[config.mk]
export PLATFORM = sky130hd
export DESIGN_NAME = dna_readout_ctrl
export DESIGN_NICKNAME = d
export VERILOG_FILES = /design/src/rtl/dna_readout_pkg.sv /design/src/rtl/dna_shift_capture.sv /design/src/rtl/dna_readout_ctrl.sv
export SDC_FILE = /design/constraint.sdc
export NUM_CORES = 1
export LEC_CHECK = 0
export ABC_CLOCK_PERIOD_IN_PS = 4200
export CELL_PAD_IN_SITES_DETAIL_PLACEMENT = 2
export CELL_PAD_IN_SITES_GLOBAL_PLACEMENT = 2
export CORE_MARGIN = 1
export CORE_UTILIZATION = 34
export CTS_CLUSTER_SIZE = 8
export DETAILED_ROUTE_END_ITERATION = 12
export PLACE_DENSITY_LB_ADDON = 0.08
export SYNTH_ARGS = -nofsm -noshare
export SYNTH_HDL_FRONTEND = slang
export SYNTH_SLANG_ARGS = --single-unit
[constraint.sdc]
create_clock -name s_axil_clk -period 4.2 [get_ports s_axil_clk]
set_input_delay 0.63 -clock s_axil_clk [delete_from_list [all_inputs] [get_ports s_axil_clk]]
set_output_delay 0.63 -clock s_axil_clk [all_outputs]
set_load 0.02 [all_outputs]
[src/rtl/dna_readout_pkg.sv]
// Shared state type and constants for the device DNA readout sequencer.
// Covers 7Series DNA_PORT (57 bits) and UltraScale DNA_PORTE2 (96 bits).
package dna_readout_pkg;

  localparam int unsigned DNA_MAX_BITS = 96;
  localparam int unsigned DNA_BITS_7S  = 57;
  localparam int unsigned DNA_BITS_US  = 96;
  localparam int unsigned FAMILY_ID_7S = 7;
  localparam int unsigned FAMILY_ID_US = 2;

  typedef enum logic [1:0] {
    IDLE,
    LOAD,
    SHIFT,
    DONE
  } dna_state_e;

  // Right-aligned mask with the low 'bits' bits set.
  function automatic logic [DNA_MAX_BITS-1:0] dna_mask(
    input int unsigned bits
  );
    logic [DNA_MAX_BITS-1:0] m;
    m = '0;
    for (int unsigned i = 0; i < DNA_MAX_BITS; i++) begin
      if (i < bits) m[i] = 1'b1;
    end
    return m;
  endfunction

endpackage

[src/rtl/dna_shift_capture.sv]
// Serial DNA capture: MSB-first shift register, width mask, output latch.
// Optional comparator against an expected word under DNA_READOUT_MATCH_EN.
module dna_shift_capture
  import dna_readout_pkg::*;
#(
  parameter int unsigned DNA_BITS = DNA_BITS_7S
) (
  input  logic                    clk,
  input  logic                    rst_n,
  input  logic                    clr_i,
  input  logic                    load_i,
  input  logic                    shift_i,
  input  logic                    capture_i,
  input  logic                    dout_i,
`ifdef DNA_READOUT_MATCH_EN
  input  logic [DNA_MAX_BITS-1:0] expected_i,
  output logic                    match_o,
`endif
  output logic [DNA_MAX_BITS-1:0] value_o
);

  localparam logic [DNA_MAX_BITS-1:0] MASK = dna_mask(DNA_BITS);

  logic [DNA_MAX_BITS-2:0] shreg_q;
  logic [DNA_MAX_BITS-1:0] shreg_d;
  logic [DNA_MAX_BITS-1:0] masked;

  // The final sample is folded in here so DONE sees the full word.
  assign shreg_d = {shreg_q, dout_i};
  assign masked  = shreg_d & MASK;

  // Shift register: emptied on abort or a new load, fills MSB-first.
  always_ff @(posedge clk or negedge rst_n) begin
    if (!rst_n) begin
      shreg_q <= '0;
    end else if (clr_i || load_i) begin
      shreg_q <= '0;
    end else if (shift_i) begin
      shreg_q <= shreg_d[DNA_MAX_BITS-2:0];
    end
  end

  // Output latch: holds the last complete word until cleared.
  always_ff @(posedge clk or negedge rst_n) begin
    if (!rst_n) begin
      value_o <= '0;
    end else if (clr_i) begin
      value_o <= '0;
    end else if (capture_i) begin
      value_o <= masked;
    end
  end

`ifdef DNA_READOUT_MATCH_EN
  // Compare result sampled together with the captured word.
  always_ff @(posedge clk or negedge rst_n) begin
    if (!rst_n) begin
      match_o <= 1'b0;
    end else if (clr_i) begin
      match_o <= 1'b0;
    end else if (capture_i) begin
      match_o <= (masked == expected_i);
    end
  end
`endif

endmodule

[src/rtl/dna_readout_ctrl.sv]
// Device DNA readout sequencer: drives READ/SHIFT, captures the word.
// Optional build macro: DNA_READOUT_MATCH_EN adds an expected-value match.
module dna_readout_ctrl
  import dna_readout_pkg::*;
#(
  parameter int unsigned DNA_BITS   = DNA_BITS_7S,
  parameter bit          AUTO_START = 1'b1,
  parameter int unsigned FAMILY_ID  = FAMILY_ID_7S
) (
  input  logic                    s_axil_clk,
  input  logic                    s_axil_rstn,
  input  logic                    start_i,
  input  logic                    clear_i,
  output logic                    busy_o,
  output logic                    done_o,
  output logic                    dna_valid_o,
  output logic [DNA_MAX_BITS-1:0] dna_value_o,
  output logic [31:0]             family_id_o,
  output logic                    dna_read_o,
  output logic                    dna_shift_o,
  output logic                    dna_din_o,
`ifdef DNA_READOUT_MATCH_EN
  input  logic [DNA_MAX_BITS-1:0] expected_dna_i,
  output logic                    dna_match_o,
`endif
  input  logic                    dna_dout_i
);

  localparam logic [6:0] CNT_LAST = 7'(DNA_BITS - 1);

  dna_state_e state_q;
  logic [6:0] cnt_q;
  logic       arm_q;
  logic       done_q;
  logic       valid_q;
  logic       read_q;
  logic       shift_q;
  logic       capture;

  assign capture = (state_q == SHIFT) &&
                   (cnt_q == CNT_LAST) && !clear_i;

  assign busy_o      = read_q | shift_q;
  assign done_o      = done_q;
  assign dna_valid_o = valid_q;
  assign dna_read_o  = read_q;
  assign dna_shift_o = shift_q;
  assign dna_din_o   = 1'b0;
  assign family_id_o = 32'(FAMILY_ID);

  // Sequencer: state, bit counter, auto-start arm and control outputs.
  always_ff @(posedge s_axil_clk or negedge s_axil_rstn) begin
    if (!s_axil_rstn) begin
      state_q <= IDLE;
      cnt_q   <= '0;
      arm_q   <= AUTO_START;
      done_q  <= 1'b0;
      valid_q <= 1'b0;
      read_q  <= 1'b0;
      shift_q <= 1'b0;
    end else begin
      done_q <= 1'b0;
      unique case (state_q)
        IDLE: begin
          if (!clear_i && (start_i || arm_q)) begin
            state_q <= LOAD;
            arm_q   <= 1'b0;
            read_q  <= 1'b1;
          end
        end
        LOAD: begin
          read_q <= 1'b0;
          if (clear_i) begin
            state_q <= IDLE;
            valid_q <= 1'b0;
          end else begin
            state_q <= SHIFT;
            cnt_q   <= '0;
            shift_q <= 1'b1;
          end
        end
        SHIFT: begin
          if (clear_i) begin
            state_q <= IDLE;
            shift_q <= 1'b0;
            valid_q <= 1'b0;
          end else begin
            cnt_q <= cnt_q + 7'd1;
            if (cnt_q == CNT_LAST) begin
              state_q <= DONE;
              shift_q <= 1'b0;
              done_q  <= 1'b1;
              valid_q <= 1'b1;
            end
          end
        end
        DONE: begin
          if (clear_i) begin
            state_q <= IDLE;
            valid_q <= 1'b0;
          end else if (start_i) begin
            state_q <= LOAD;
            read_q  <= 1'b1;
          end
        end
        default: begin
          state_q <= IDLE;
          read_q  <= 1'b0;
          shift_q <= 1'b0;
        end
      endcase
    end
  end

  dna_shift_capture #(
    .DNA_BITS (DNA_BITS)
  ) u_capture (
    .clk        (s_axil_clk),
    .rst_n      (s_axil_rstn),
    .clr_i      (clear_i),
    .load_i     (state_q == LOAD),
    .shift_i    (state_q == SHIFT),
    .capture_i  (capture),
    .dout_i     (dna_dout_i),
`ifdef DNA_READOUT_MATCH_EN
    .expected_i (expected_dna_i),
    .match_o    (dna_match_o),
`endif
    .value_o    (dna_value_o)
  );

endmodule

==> results.txt, run 1 <==
----------------------------------------------------
[Outcome]
  Status ... complete, no violations

[Synth]
  Async SR Flop Fraction ... 100%
  Cell types occupying the most area after synthesis ... dfrtp_1 55%, buf_4 9.4%, a22o_1 8.5%
  Synth Area in Simple Gates ... under 10%
  Most used flip-flop cell after synthesis ... dfrtp_1
  Mean Syn Cell Area ... 10.6 µm²
  Post-synthesis compound-gate area fraction ... 20.4%
  Post-synthesis instance area ... between 5000 and 6000 µm²
  Mux cell area share after synthesis ... 0.369%
  Yosys warns ... 0
  Flip-flop and latch count after synthesis ... between 100 and 150
  Share of the synthesized netlist area taken by xor and xnor gates ... 0%
  Netlist cell types ... between 40 and 50
  Share of Yosys cell area claimed by the top area cell type ... between 50 and 60%
  Number of standard cells after synthesis ... 543
  Main combinational cell family by area after synthesis ... compound AO/OA/AOI/OAI gates
  Seq/Total Area, Yosys ... 55.1%
  Post-synthesis adder-cell area fraction ... 0.434%
  Cell accounting for the most synthesized area ... dfrtp_1
  Number of synthesized flops with an enable pin ... 0

[Clocking]
  Clock Sink Count ... about 130
  Number of buffers added to fix hold violations after cts ... 0
  Clock tree from TritonCTS ... built
  H-tree depth reported by CTS ... 4
  Post_cts resized ... 0
  Inserted Clock Buffers ... 17
  Root buffer selected by CTS ... clkbuf_16
  Max clock buf depth ... 2
  Clock latency of the later-clocked register in the worst-skew pair ... 420 ps
  Number of setup buffers added after CTS ... 0
  Clock slew at the register clock pins of the worst setup and hold paths ... 60 ps

[Global route]
  Overall track demand over capacity in global routing ... 18.9%
  Global-route wire length before repair ... 25800 µm
  Vias in the first global route ... ~4700
  Number of antenna violations at the first check in global routing ... 0
  Final global-route overflow total ... 0
  Largest net degree at the start of global routing ... 71

[STA]
  Time the final worst path needs with I/O delays and setup ... 2320 ps
  Total count of max-transition violations in the final report ... 0
  Post-route worst hold slack ... between 300 and 400 ps
  RSZ-0062 raised after global routing ... false
  Slew HR ... 16.1%
  Worst clock skew on the final layout ... 6.88 ps
  Worst slew pin tran ... ~1300 ps
  # setup viols final ... 0
  Highest clock rate ... 430 MHz
  TNS Setup ... 0 ps
  Final Cycle Share ... 55.3%
  Count of endpoints failing hold in the final timing report ... 0

[Critical path]
  Startpoint of the worst-slack reg-to-reg timing path ... cnt_q[0]
  Signal arrival time at the worst endpoint ... 2610 ps
  R2R cell count ... 6
  CP startpoint kind ... flop
  Worst Setup End Kind ... flop
  Flop-to-flop setup slack ... 1880 ps
  Highest fanout seen on the critical path ... 32
  Required time at the worst-slack endpoint ... 4480 ps
  End of the worst register-to-register path ... u_capture.value_o[49]
  Critical Setup Path Class ... flop to flop

[Die]
  Chip Width ... 132 µm
  Area enclosed by the die boundary ... 17500 µm²
  # IOs ... around 140
  CORE AREA ... between 15000 and 20000 µm²
  Starting density of the core ... 34.8%
  Num rows ... 47
  Vertical die dimension ... 132 µm

[Routing]
  Ratio of routed vias to standard cells ... around 5.3
  Via count ... 4290
  Routed len/inst ... 18.8 µm
  Number of iterations in the first detailed-routing pass ... 5
  Post-route antenna net violation count ... 0
  Routed wire length ... around 15000 µm
  First DRT Iteration DRCs ... 178
  Drc violations ... 0

[Placed design]
  I/O Buffers ... 66
  Final Wtd Congestion ... 0.706
  Half-perimeter wire length of the detailed placement result ... 8910 µm

[Finish]
  Layout cell share with drive strength beyond 1 ... 9.12%
  Area occupied by multi-input gates ... 2100 µm²
  Sequential cell area ... 3180 µm²
  Number of fillers in the final layout ... 1760
  Inserted Diodes ... 0
  Synth-to-layout area growth ... 20.9%
  Post-layout nets ... 586

[Power and ir drop]
  Power per cell area ... 460 nW/µm²
  Pleak ... 3.01 nW
  Power after layout ... approximately 3.2 mW
  Maximum resistive drop on vdd ... 0.000305 V

[Worst hold path]
  Worst hold-check path type ... input port to async pin

[Flow run]
  Max-capacitance violation count ... 0

----------------------------------------------------
-- where the power goes --
part,switching (mW),internal (mW)
combinational,0.174,0.0509
clock,0.548,1.17
sequential,0.0235,1.24
total,0.745,2.46
-- cell usage in the layout (no fill, tap or decap), drive strengths merged, types with 2 or more instances in the layout --
cell type and instances:
a21oi 58, a22o 56, a31oi 2, buf 11
bufinv 6, clkbuf 21, clkdlybuf4s50 64, clkinv 4
conb 72, dfrtp 126, ha 2, inv 3
nand2 7, nand3 7, nand4 57, nor2 2
nor2b 2, nor3 3, nor3b 2, o211ai 3
o21ai 62, o31ai 3, or2 2, or3b 2
-- state kept, by name, summed over array words and instances, names as in the netlist --
| register | flops |
|---|---|
| state_q | 2 |
| u_capture.value_o | 57 |
| dna_shift_o | 1 |
| dna_valid_o | 1 |
| dna_read_o | 1 |
| u_capture.shreg_q | 56 |
| cnt_q | 7 |
| done_o | 1 |
| arm_q | 1 |
-- synthesized netlist by cell type, types with 2 or more instances --
library cell / number
dfrtp_1: 126
buf_4: 72
o21ai_0: 60
a21oi_1: 58
nand4_1: 57
a22o_1: 56
clkbuf_1: 42
buf_2: 10
nand2_1: 7
nand3_1: 7
inv_1: 3
nor3_1: 3
o211ai_1: 3
o31ai_1: 3
a31oi_1: 2
buf_6: 2
conb_1: 2
ha_1: 2
nor2_1: 2
o21ai_1: 2
-- per-layer routing --
metal  routed length [µm]  track usage (%)  vias up  part of all wire (%)
met5                    0                0        -                     0
met1                 7150             25.2     2225                    47
met3                  561             3.81       18                   3.7
li1                     -                -     1924                     -
met2                 7350             30.0      123                    48
met4                  235             7.54        0                   1.5
-- final cells by class --
type                            count  area share (%)
Clock buffer                       21            6.89
Clock inverter                     11            2.98
Inverter                            3           0.161
Multi-Input combinational cell    355            30.1
Sequential cell                   127            45.6
Tap cell                          220            3.95
Timing Repair Buffer               75            10.3
-- cells by family after synthesis --
logic type / count (synthesis)
adder cells (fa/ha/maj): 2
multiplexers: 2
buffers and inverters: 131
AND/OR/NAND/NOR: 92
flip-flops: 127
AO/OA/AOI/OAI: 187
other: 2
-- worst max-delay path: stages (launching register included) --
cell and delay, ps:
dfrtp_1 430, inv_1 90, ha_1 180, nand4bb_2 630, buf_4 510, o21ai_0 210
a21oi_1 100
-- worst max-delay path by stage --
stage	start	end	slack, ps
finish	cnt_q[0]	u_capture.value_o[49]	1880
global route	cnt_q[0]	u_capture.value_o[49]	1630
CTS	cnt_q[0]	u_capture.value_o[1]	1820
detailed placement	clear_i	u_capture.shreg_q[25]	1560
global placement	clear_i	u_capture.shreg_q[32]	1620
floorplan	clear_i	cnt_q[5]	2450
-- through the flow --
| step | instances | utilization (%) | instance area (µm²) | setup slack [ps] |
|---|---|---|---|---|
| after floorplan | 613 | - | 6030 | 2450 |
| after global placement | 780 | 37.9 | 6290 | 1620 |
| after detailed placement | 780 | 37.9 | 6290 | 1560 |
| after CTS | 812 | 42.1 | 6970 | 1820 |
| after global routing | 812 | 42.1 | 6970 | 1630 |
| final | 812 | 42.1 | 6970 | 1880 |
(Power assumes the default switching activity.)
==> run 2: changes to the inputs <==
--- a/config.mk
+++ b/config.mk
@@ -5,11 +5,11 @@
 export SDC_FILE = /design/constraint.sdc
 export NUM_CORES = 1
 export LEC_CHECK = 0
-export ABC_CLOCK_PERIOD_IN_PS = 4200
+export ABC_CLOCK_PERIOD_IN_PS = 2300
 export CELL_PAD_IN_SITES_DETAIL_PLACEMENT = 2
 export CELL_PAD_IN_SITES_GLOBAL_PLACEMENT = 2
 export CORE_MARGIN = 1
-export CORE_UTILIZATION = 34
+export CORE_UTILIZATION = 31
 export CTS_CLUSTER_SIZE = 8
 export DETAILED_ROUTE_END_ITERATION = 12
 export PLACE_DENSITY_LB_ADDON = 0.08
==> constraint.sdc (replaced) <==
create_clock -name s_axil_clk -period 2.3 [get_ports s_axil_clk]
set_input_delay 0.345 -clock s_axil_clk [delete_from_list [all_inputs] [get_ports s_axil_clk]]
set_output_delay 0.345 -clock s_axil_clk [all_outputs]
set_load 0.02 [all_outputs]
==> run 2 against run 1 <==
  * The run now ends with design-rule violations left
  * Clock skew increased by 2.6 ps
  * Largest power group unchanged
  * Global-route usage is 1.3 points lower
  * Power grew 68%
  * Highest routed layer unchanged
==> results.txt, run 2 (same netlist as run 1, synthesis figures left out) <==
----------------------------------------------------
[Finish]
  Post-layout nets ... 593
  Commonest cells after routing, fill and taps aside ... 126 x dfrtp_1, 72 x conb_1, 64 x clkdlybuf4s50_1
  Synth-to-layout area growth ... 21.4%
  Number of fillers in the final layout ... 1914
  Largest Register ... u_capture.value_o
  Layout cell share with drive strength beyond 1 ... a little under a tenth
  Fin area ... 7000 µm²
  Largest registers ... u_capture.value_o (57), u_capture.shreg_q (56), cnt_q (7)
  Commonest non-fill, non-tap cell in the layout ... dfrtp_1
  Flip-flop count of the largest register after layout ... 57
  Core utilization of the finished layout ... about two fifths
  Area occupied by multi-input gates ... 2100 µm²
  Inserted Diodes ... 0
  Sequential cell area ... 3180 µm²

[Clocking]
  Clock latency of the later-clocked register in the worst-skew pair ... 420 ps
  H-tree depth reported by CTS ... 4
  Clock Sink Count ... 127
  Clock slew at the register clock pins of the worst setup and hold paths ... 60 ps
  Number of setup buffers added after CTS ... 0
  Clock tree from TritonCTS ... built
  Post_cts resized ... 0
  Inserted Clock Buffers ... 17
  Number of buffers added to fix hold violations after cts ... 1
  Root buffer selected by CTS ... clkbuf_16
  Max clock buf depth ... 2

[Global route]
  Overall track demand over capacity in global routing ... 17.5%
  Number of antenna violations at the first check in global routing ... 0
  Global-route wire length before repair ... 26100 µm
  Final global-route overflow total ... 0
  Largest net degree at the start of global routing ... 69
  Vias in the first global route ... 4651

[STA]
  Worst clock skew on the final layout ... 9.49 ps
  TNS Setup ... 0 ps
  Total count of max-transition violations in the final report ... 0
  Final Cycle Share ... 87.1%
  Count of endpoints failing hold in the final timing report ... 0
  RSZ-0062 raised after global routing ... false
  Worst slew pin tran ... just over 500 ps
  Highest clock rate ... 499 MHz
  # setup viols final ... 0
  Time the final worst path needs with I/O delays and setup ... 2000 ps
  Slew HR ... 65.8%

[Routing]
  First DRT Iteration DRCs ... around 190
  Post-route antenna net violation count ... 0
  Ratio of routed vias to standard cells ... 5.25
  Routed wire length ... 15800 µm
  Via count ... 4333
  Number of iterations in the first detailed-routing pass ... 8
  Drc violations ... 8
  Routed len/inst ... 19.2 µm

[Power and ir drop]
  Power per cell area ... 771 nW/µm²
  Switching power ... 1.32 mW
  Portion of total power attributed to sequential cells ... 42.8%
  Maximum resistive drop on vdd ... 0.000341 V
  Switching part of the total ... between 20 and 25%
  Pleak ... 3.01 nW
  P_int ... 4.07 mW
  Clock network fraction of design power ... 49.0%
  Part of the power in combinational logic ... 8.2%

[Die]
  Num rows ... 49
  # IOs ... 139
  Area enclosed by the die boundary ... 19200 µm²
  CORE AREA ... approximately 18000 µm²
  Chip Width ... 138 µm
  Vertical die dimension ... 138 µm
  Starting density of the core ... 31.9%

[Outcome]
  Status ... complete, but fails checks
  Violations in the final reports ... design-rule violations

[Critical path]
  R2R cell count ... 6
  Required time at the worst-slack endpoint ... 1960 ps
  Critical Setup Path Class ... flop to output port
  CP startpoint kind ... flop
  Worst Setup End Kind ... output port
  Signal arrival time at the worst endpoint ... 1660 ps
  Highest fanout seen on the critical path ... 4

[Placed design]
  I/O Buffers ... between 60 and 70
  Final Wtd Congestion ... 0.700
  Placed instance area ... about 6400 µm²
  Half-perimeter wire length of the detailed placement result ... 9370 µm

[Worst hold path]
  Worst hold-check path type ... input port to async pin

[Flow run]
  Max-capacitance violation count ... 0

----------------------------------------------------
run 2: changes by cell type in the layout (fill, tap and decap cells not counted), sizes merged:
cell and delta:
dlygate4sd3 +1, clkbuf +3, bufinv -4, buf +6, clkinv -1
run 2: critical path, stage by stage (launching register included):
cell             delay [ps]
dfrtp_1                 400
or2_2                   300
clkdlybuf4s50_1         540
run 2: cell type report:
cell class | count | area share [%]
timing repair buffer | 82 | 12.2
inverter | 3 | 0.161
clock buffer | 24 | 7.02
tap | 229 | 4.09
clock inverter | 6 | 1.18
multi-input combinational | 355 | 30.0
sequential | 127 | 45.4
run 2: worst paths after layout:
path                             startpoint                    end  slack (ps)
worst max-delay path            dna_shift_o                 busy_o         300
worst min-delay path            s_axil_rstn   u_capture.value_o[7]         410
worst max register to register     cnt_q[0]            dna_valid_o         480
worst min register to register        arm_q                  arm_q         480
max in group asynchronous       s_axil_rstn                  arm_q        1130
min in group s_axil_clk             clear_i  u_capture.value_o[55]         420
run 2: metrics by stage:
step	instances	hold WS (ps)	setup slack, ps	power [mW]
after CTS	826	402	272	5.47
after global placement	795	311	569	2.77
after floorplan	613	49.4	590	2.71
after detailed placement	795	317	493	2.79
after global routing	826	416	236	5.61
final	826	408	298	5.40
run 2: metal layers:
metal	global-route usage, %	vias to the layer above	routed length (µm)
li1	-	1934	-
met1	22.8	2261	7470
met2	28.6	122	7550
met3	3.78	16	613
met4	6.98	0	210
met5	0	-	0
run 2: power by group through the flow:
stage	clock (mW)	combinational (mW)	sequential, mW
floorplan	0	0.358	2.35
finish	2.64	0.441	2.31
detailed placement	0	0.435	2.35
global placement	0	0.423	2.34
global route	2.82	0.476	2.32
CTS	2.71	0.445	2.31
==> run 3: changes to the inputs <==
--- a/config.mk
+++ b/config.mk
@@ -13,6 +13,7 @@
 export CTS_CLUSTER_SIZE = 8
 export DETAILED_ROUTE_END_ITERATION = 12
 export PLACE_DENSITY_LB_ADDON = 0.08
+export SLEW_MARGIN = 10
 export SYNTH_ARGS = -nofsm -noshare
 export SYNTH_HDL_FRONTEND = slang
 export SYNTH_SLANG_ARGS = --single-unit
==> results of run 3 <==
No change in the layout: final DEF, timing and power equal those of run 2.
